$ cat src/rtl/keypad_debounce_encoder.sv
// Keypad front end: 2-flop sync, priority encode, debounce FSM, one-shot KEY_VALID.
// Optional auto-repeat while a key is held is compiled in with `define KEY_REPEAT_EN.
module keypad_debounce_encoder #(
  parameter int unsigned DEB_CYCLES    = 4,
  parameter int unsigned CNT_W         = 8,
  parameter int unsigned REPEAT_DELAY  = 16,
  parameter int unsigned REPEAT_PERIOD = 8
) (
  input  logic       CLK,
  input  logic       RST,
  input  logic       BTN_0,
  input  logic       BTN1,
  input  logic       BTN2,
  input  logic       BTN3,
  input  logic       BTN4,
  input  logic       BTN5,
  input  logic       BTN6,
  input  logic       BTN7,
  input  logic       BTN8,
  input  logic       BTN9,
  input  logic       BTN_star,
  input  logic       BTN_sharp,
  output logic [3:0] KEY_CODE,
  output logic       KEY_VALID,
  output logic       KEY_HELD
);

  typedef enum logic [1:0] {
    ST_IDLE     = 2'd0,
    ST_DEBOUNCE = 2'd1,
    ST_HELD     = 2'd2,
    ST_RELEASE  = 2'd3
  } state_e;

  localparam logic [CNT_W-1:0] DEB_TERM = CNT_W'(DEB_CYCLES - 1);
  localparam logic [CNT_W-1:0] CNT_MAX  = '1;
  localparam logic [CNT_W-1:0] CNT_ONE  = CNT_W'(1);

  generate
    if (DEB_CYCLES < 1 || DEB_CYCLES > 255 || CNT_W < 1 || CNT_W > 16 ||
        DEB_CYCLES > (1 << CNT_W) || REPEAT_DELAY < 1 || REPEAT_PERIOD < 1 ||
        REPEAT_DELAY > (1 << CNT_W) || REPEAT_PERIOD > (1 << CNT_W)) begin : g_bad_cfg
      $error("keypad_debounce_encoder: illegal parameter combination");
    end
  endgenerate

  // Bit index equals the key code, so the encoder output needs no lookup table.
  logic [11:0] btn_raw;
  assign btn_raw = {BTN_sharp, BTN_star, BTN9, BTN8, BTN7, BTN6,
                    BTN5, BTN4, BTN3, BTN2, BTN1, BTN_0};

  logic [11:0]      sync1_q, s_q;
  state_e           state_q, state_d;
  logic [CNT_W-1:0] cnt_q, cnt_d, cnt_inc;
  logic [3:0]       cap_q, cap_d;
  logic [3:0]       key_code_q, key_code_d;
  logic             key_valid_q, key_valid_d;
  logic [3:0]       cand;
  logic             any_press, s_cap, accept, rpt_fire;

  always_ff @(posedge CLK or negedge RST) begin
    if (!RST) begin
      sync1_q     <= '0;
      s_q         <= '0;
      state_q     <= ST_IDLE;
      cnt_q       <= '0;
      cap_q       <= '0;
      key_code_q  <= '0;
      key_valid_q <= 1'b0;
    end else begin
      sync1_q     <= btn_raw;
      s_q         <= sync1_q;
      state_q     <= state_d;
      cnt_q       <= cnt_d;
      cap_q       <= cap_d;
      key_code_q  <= key_code_d;
      key_valid_q <= key_valid_d;
    end
  end

  // Lowest index wins: scanning downward lets the last hit overwrite.
  always_comb begin
    cand = 4'd0;
    for (int i = 11; i >= 0; i--) begin
      if (s_q[i]) cand = 4'(i);
    end
  end

  assign any_press = |s_q;
  assign s_cap     = s_q[cap_q];
  assign cnt_inc   = (cnt_q == CNT_MAX) ? cnt_q : cnt_q + CNT_ONE;

  always_comb begin
    state_d = state_q;
    cnt_d   = cnt_q;
    cap_d   = cap_q;
    accept  = 1'b0;
    case (state_q)
      ST_IDLE: begin
        if (any_press) begin
          cap_d   = cand;
          cnt_d   = '0;
          state_d = ST_DEBOUNCE;
        end
      end
      ST_DEBOUNCE: begin
        if (!s_cap) begin
          state_d = ST_IDLE;
        end else begin
          cnt_d = cnt_inc;
          if (cnt_q == DEB_TERM) begin
            state_d = ST_HELD;
            accept  = 1'b1;
          end
        end
      end
      ST_HELD: begin
        if (!s_cap) begin
          cnt_d   = '0;
          state_d = ST_RELEASE;
        end
      end
      ST_RELEASE: begin
        // A high sample here is contact bounce on release, never a new press.
        if (s_cap) begin
          cnt_d = '0;
        end else if (cnt_q == DEB_TERM) begin
          state_d = ST_IDLE;
        end else begin
          cnt_d = cnt_inc;
        end
      end
      default: state_d = ST_IDLE;
    endcase
  end

`ifdef KEY_REPEAT_EN
  localparam logic [CNT_W-1:0] RPT_DELAY_TERM  = CNT_W'(REPEAT_DELAY - 1);
  localparam logic [CNT_W-1:0] RPT_PERIOD_TERM = CNT_W'(REPEAT_PERIOD - 1);

  logic [CNT_W-1:0] rpt_cnt_q, rpt_cnt_d;
  logic             rpt_arm_q, rpt_arm_d;

  // rpt_arm_q selects the initial delay versus the steady repeat period.
  always_comb begin
    rpt_fire  = 1'b0;
    rpt_cnt_d = '0;
    rpt_arm_d = 1'b0;
    if (state_q == ST_HELD && s_cap) begin
      if (rpt_arm_q ? (rpt_cnt_q == RPT_PERIOD_TERM) : (rpt_cnt_q == RPT_DELAY_TERM)) begin
        rpt_fire  = 1'b1;
        rpt_arm_d = 1'b1;
      end else begin
        rpt_cnt_d = (rpt_cnt_q == CNT_MAX) ? rpt_cnt_q : rpt_cnt_q + CNT_ONE;
        rpt_arm_d = rpt_arm_q;
      end
    end
  end

  always_ff @(posedge CLK or negedge RST) begin
    if (!RST) begin
      rpt_cnt_q <= '0;
      rpt_arm_q <= 1'b0;
    end else begin
      rpt_cnt_q <= rpt_cnt_d;
      rpt_arm_q <= rpt_arm_d;
    end
  end
`else
  assign rpt_fire = 1'b0;
`endif

  always_comb begin
    key_valid_d = accept | rpt_fire;
    key_code_d  = accept ? cap_q : key_code_q;
    KEY_HELD    = (state_q == ST_HELD) || (state_q == ST_RELEASE);
  end

  assign KEY_CODE  = key_code_q;
  assign KEY_VALID = key_valid_q;

endmodule

$ cat config.mk
export PLATFORM = sky130hd
export DESIGN_NAME = keypad_debounce_encoder
export DESIGN_NICKNAME = d
export VERILOG_FILES = /design/src/rtl/keypad_debounce_encoder.sv
export SDC_FILE = /design/constraint.sdc
export NUM_CORES = 1
export LEC_CHECK = 0
export ABC_AREA = 1
export BUFFER_PORTS_ARGS = -buffer_cell sky130_fd_sc_hd__buf_4
export CAP_MARGIN = 0
export CORE_MARGIN = 5
export CORE_UTILIZATION = 23
export DETAILED_ROUTE_END_ITERATION = 7
export PLACE_DENSITY = 0.41
export SLEW_MARGIN = 20
export SYNTH_ARGS = -nofsm -noshare
export SYNTH_HDL_FRONTEND = slang
export SYNTH_SLANG_ARGS = --single-unit
$ cat constraint.sdc
create_clock -name CLK -period 1.9 [get_ports CLK]
set_input_delay 0.475 -clock CLK [delete_from_list [all_inputs] [get_ports CLK]]
set_output_delay 0.475 -clock CLK [all_outputs]
set_load 0.01 [all_outputs]
==> Word-level counts from Yosys, hierarchy flattened <==
Cells that the tools add are included.
{ "totals": {"ff_bits": 43, "inputBits": 14} }
{ "classes": {"n_addsub": 1, "order_cmp": 1, "eq_ne": 12, "muxes": 31, "n_reduce_logical": 6} }
{ "op_table": {"columns": ["cell", "count"], "rows": [
  ["two-way mux 4 bit", 12],
  ["two-way mux 8 bit", 6],
  ["case mux 8 bit (4 select lines)", 1],
  ["two-way mux 2 bit", 6],
  ["OR reduction 12 bit", 1],
  ["!= test 2 bit, second input constant", 5],
  ["adder 8 x 1 -> 8 bit, second input constant", 1],
  ["== test 8 x 2 -> 1 bit, second input constant", 1],
  ["== test 8 bit, second input constant", 1],
  ["case mux 2 bit (4 select lines)", 1],
  ["!= test 3 bit, second input constant", 2],
  ["< comparator 4 x 5 -> 1 bit, second input constant", 1],
  ["AND reduction 5 bit", 1],
  ["binary-select mux 1 bit (select 4 bit)", 1],
  ["== test 2 bit, second input constant", 2],
  ["two-way mux 1 bit", 4],
  ["AND reduction 4 bit", 1],
  ["== test 2 x 1 -> 1 bit, second input constant", 1],
  ["zero test 2 bit", 1],
  ["AND reduction 2 bit", 1],
  ["logical OR 1 bit", 1]
]} }

==> Longest topological paths before layout <==
{ "depth": {"word_depth": 12, "mapped_depth": 13} }

==> Worst setup path before layout <==
No wires, ideal clock.
{ "synth_timing": {"path_kind": "register -> register", "from": "reg cnt_q[0]", "to": "reg cnt_q[1]", "arrival_ns": 1.352, "required_time_ns": 1.784, "path_slack_ns": 0.432, "path_stages_with_launch": 11, "path_buffers": 0, "synth_period_minus_slack_ns": 1.468, "path_cell_list": "dfrtp_1 -> ha_1 -> nand2_1 -> nor2_2 -> nor2_1 -> nor2_1 -> nand3_2 -> nand3_4 -> inv_4 -> nand2_1 -> nand2_1"} }
{ "synth_between": {"elab_chain_cells": 5, "word_cells_on_any_way": 10, "cone_classes": "add/sub: 1; eq/ne: 3; mux: 5; reduce/logical: 1"} }
{ "synth_lines": {"columns": ["element", "line_no", "rtl"], "rows": [
  ["start: declaration", "54", "logic [CNT_W-1:0] cnt_q, cnt_d, cnt_inc;"],
  ["start signal: assignment", "74", "cnt_q <= cnt_d;"],
  ["adder 8 x 1 -> 8 bit / == test 8 bit (equally long branches)", "91", "assign cnt_inc = (cnt_q == CNT_MAX) ? cnt_q : cnt_q + CNT_ONE;"],
  ["two-way mux 8 bit", "91", null],
  ["two-way mux 8 bit", "127", "end else if (cnt_q == DEB_TERM) begin"],
  ["two-way mux 8 bit", "125", "if (s_cap) begin"],
  ["case mux 8 bit (4 select lines)", "98", "case (state_q)"]
]} }
Parallel ways exist; a longest one is shown, timed or not. The select of a mux whose other input is x is not followed.
A chain may end at the register's enable or synchronous reset.

==> Worst setup path in the final report <==
{ "layout_timing": {"from": "reg cnt_q[1]", "to": "reg cnt_q[1]"} }
The elaborated chain is that of the path after synthesis.

==> results.md <==
- CTS tree: built
- Most used DFF post-synth: dfrtp_1
- Port bufs: 19
- Peak supply drop: 0.323 mV
- Placed Area: 0.00229 mm2
- Post-synthesis compound-gate area fraction: 0.0608
- H-tree Lvls: 2
- GRT Overall Usage: 0.0758
- Post_cts resized: 0
- Register Area: 0.00108 mm2
- Largest family of logic cells by synthesized area: simple AND/OR/NAND/NOR gates
- Die Ht: 104 um
- Simple-gate portion of the synthesized area: 0.316
- Mapped Cells: 234
- Status: finished, final reports clean
- RSZ-0062 raised after global routing: no
- # rows: 34
- Initial Utilization: 0.234
- Seq/Total Area, Yosys: 0.533
- Pwr per Cell Area: 1180 mW/mm2
- Fin util: 0.278
- Adder-Cell Fraction of Synth Area: 0.00620
- Final ANT Viol Nets: 0
- CP Launch Type: flip-flop
- N_diodes: 0
- Unique cell type count in the Yosys netlist: 31
- Most common cell after layout, fill and taps aside: nand2_1
- Initial antenna violation count: 0
- WL met1: 2.06 mm
- Final hold vios: 0
- Setup Viol. Count Final: 0
- CTS buffer count: 5
- Clock root buffer: clkbuf_8
- Tightest Pin Transition: 0.542 ns
- Post-synth ARST share: 1.00
- CP endpoint kind: flip-flop
- Post-synthesis cell area: 0.00202 mm2
- Clock-pin slew of the registers on the worst-case setup and hold paths: 0.10 ns
- Met3 wire length: 153 um
- Area of the multi-input gates: 798 um2
- 1st-iter DRT viols: 105
- CTS max path bufs: 2
- Crit-path max FO: 8
- Max_cap viols: 0
- Worst Hold Class: input pin to asynchronous set/reset pin
- Hpwl dp: 2.86 mm
- CP Class: flip-flop to flip-flop
- DR DRC count: 0
- XOR/XNOR Fraction of Synth Area: 0.0130
- Routed wire length: 3.88 mm
- Skew final: 0.0117 ns
- Mux contribution to synthesized area: 0
- Final GP Congestion: 0.770
- Clk Latency, worst-skew pair: 0.30 ns
- Die X: 104 um
- First drt pass iteration count: 4
- Syn nets: 249
- Slew margin rel.: 0.639
- Fin. max-slew vios: 0
- Maximum number of pins on one net before global-route repair: 44
- First-pass GRT wire length: 6.87 mm
- Die ar.: 0.0107 mm2
- Fin Setup TNS: 0 ns
- Setup WS pre-CTS: 0.278 ns
- Final Instance Area: 0.00240 mm2
- Minimum clock period: 1.62 ns
- Share of post-route cells with drive strength above 1: 0.188
- Most frequent cells in the layout: nand2_1 (74), dfrtp_1 (43), inv_1 (28), nand3_1 (21), buf_4 (20)
- Static leakage: 1.21 nW
- Number of synthesized flops with an enable pin: 0
- Final period util: 0.851
- Area growth syn-to-layout: 19.2%
- Synth warn: 0
- DR WL/cell: 10.5 um
- Final worst setup slack: 0.283 ns
- Top Ports: 20
- Via/cell ratio: 4.07
- Max layer used: met4
- FMAX: 0.619 GHz
- CTS sink count: 43
- CP arrival: 1.86 ns
- WL met2: 1.62 mm
- Avg Synthesized Cell Area: 8.62 um2
- Hold_buf cts: 0
- Required @ worst endpoint: 2.14 ns
- Detailed-route via count: 1499
- Seq cells post-synth: 43
- Total gr overflow: 0
- Core area: 0.00864 mm2
- Fillers: 920
- Vias in the first global route: 1467
- Final #Nets: 274
- Post-CTS Repair Setup Buffers: 0
## layout make-up
cell class                 count  area share
sequential                    43       0.447
multi-input combinational    156       0.332
timing repair buffer          20      0.0624
tap                          108      0.0562
inverter                      33      0.0536
clock buffer                   5      0.0286
clock inverter                 3      0.0198
## metal layers
metal | global-route usage | vias up
met5 | 0 | -
met4 | 0.0250 | 0
met3 | 0.0187 | 2
met2 | 0.112 | 24
met1 | 0.108 | 692
li1 | - | 781
## flip-flops by register name, summed over array words and instances, names as in the netlist, named ones only
register,cells
KEY_CODE,4
s_q,12
cap_q,4
state_q,1
sync1_q,12
KEY_VALID,1
cnt_q,8
## cell usage after synthesis (2+ instances only)
master	count	area share
a21oi_1	4	0.0099
a31oi_1	2	0.0062
dfrtp_1	43	0.53
inv_1	28	0.052
inv_2	2	0.0037
inv_4	2	0.0062
nand2_1	74	0.14
nand2_2	3	0.0093
nand2_4	2	0.011
nand3_1	21	0.052
nand3_2	4	0.020
nand3_4	2	0.017
nor2_1	14	0.026
nor2_2	2	0.0062
nor2_4	3	0.017
o21ai_0	5	0.012
o21ai_1	7	0.017
or2_1	2	0.0062
xnor2_1	2	0.0087
## stage by stage
| stage | hold WS [ns] | std cells | total power [mW] |
|---|---|---|---|
| after floorplan | 0.179 | 234 | 1.90 |
| after global placement | 0.334 | 360 | 2.16 |
| after detailed placement | 0.335 | 360 | 2.14 |
| after CTS | 0.174 | 368 | 2.92 |
| after global routing | 0.204 | 368 | 3.09 |
| final | 0.154 | 368 | 2.85 |
## critical path, stage by stage, from the launching register on
cell and delay, ns:
dfrtp_1 0.42, ha_1 0.25, nand3_2 0.12, nor2_4 0.15, nand3_4 0.13, nand2_1 0.08
o21ai_1 0.06, or2_0 0.20, nand2_1 0.07, nand2_1 0.05, nand2_1 0.04
## cells by family (layout without fill, tap and decap cells)
group / count (synthesis) / count (layout)
compound gates: 22 / 22
buf+inv: 35 / 61
simple gates: 130 / 130
xor+xnor: 3 / 3
fa+ha+maj: 1 / 1
flops: 43 / 43
## final timing paths
kind | cells past startpoint | slack (ns) | to | from
worst max register to register | 10 | 0.28 | cnt_q[1]$_DFFE_PN0P_ | cnt_q[1]$_DFFE_PN0P_
worst min-delay path | 1 | 0.15 | s_q[8]$_DFF_PN0_ | RST
max in group asynchronous | 1 | 1.37 | cnt_q[2]$_DFFE_PN0P_ | RST
min in group CLK | 1 | 0.27 | sync1_q[10]$_DFF_PN0_ | BTN_star
worst max-delay path | 10 | 0.28 | cnt_q[1]$_DFFE_PN0P_ | cnt_q[1]$_DFFE_PN0P_
worst min register to register | 0 | 0.35 | s_q[8]$_DFF_PN0_ | sync1_q[8]$_DFF_PN0_
## power breakdown
part	switching [mW]	total [mW]	internal [mW]	leakage, nW
logic	0.625	0.960	0.335	0.613
clock network	0.353	0.752	0.399	0.0587
registers	0.117	1.14	1.02	0.534
total	1.10	2.85	1.75	1.21
No activity file was read; power rests on OpenSTA's default activity.
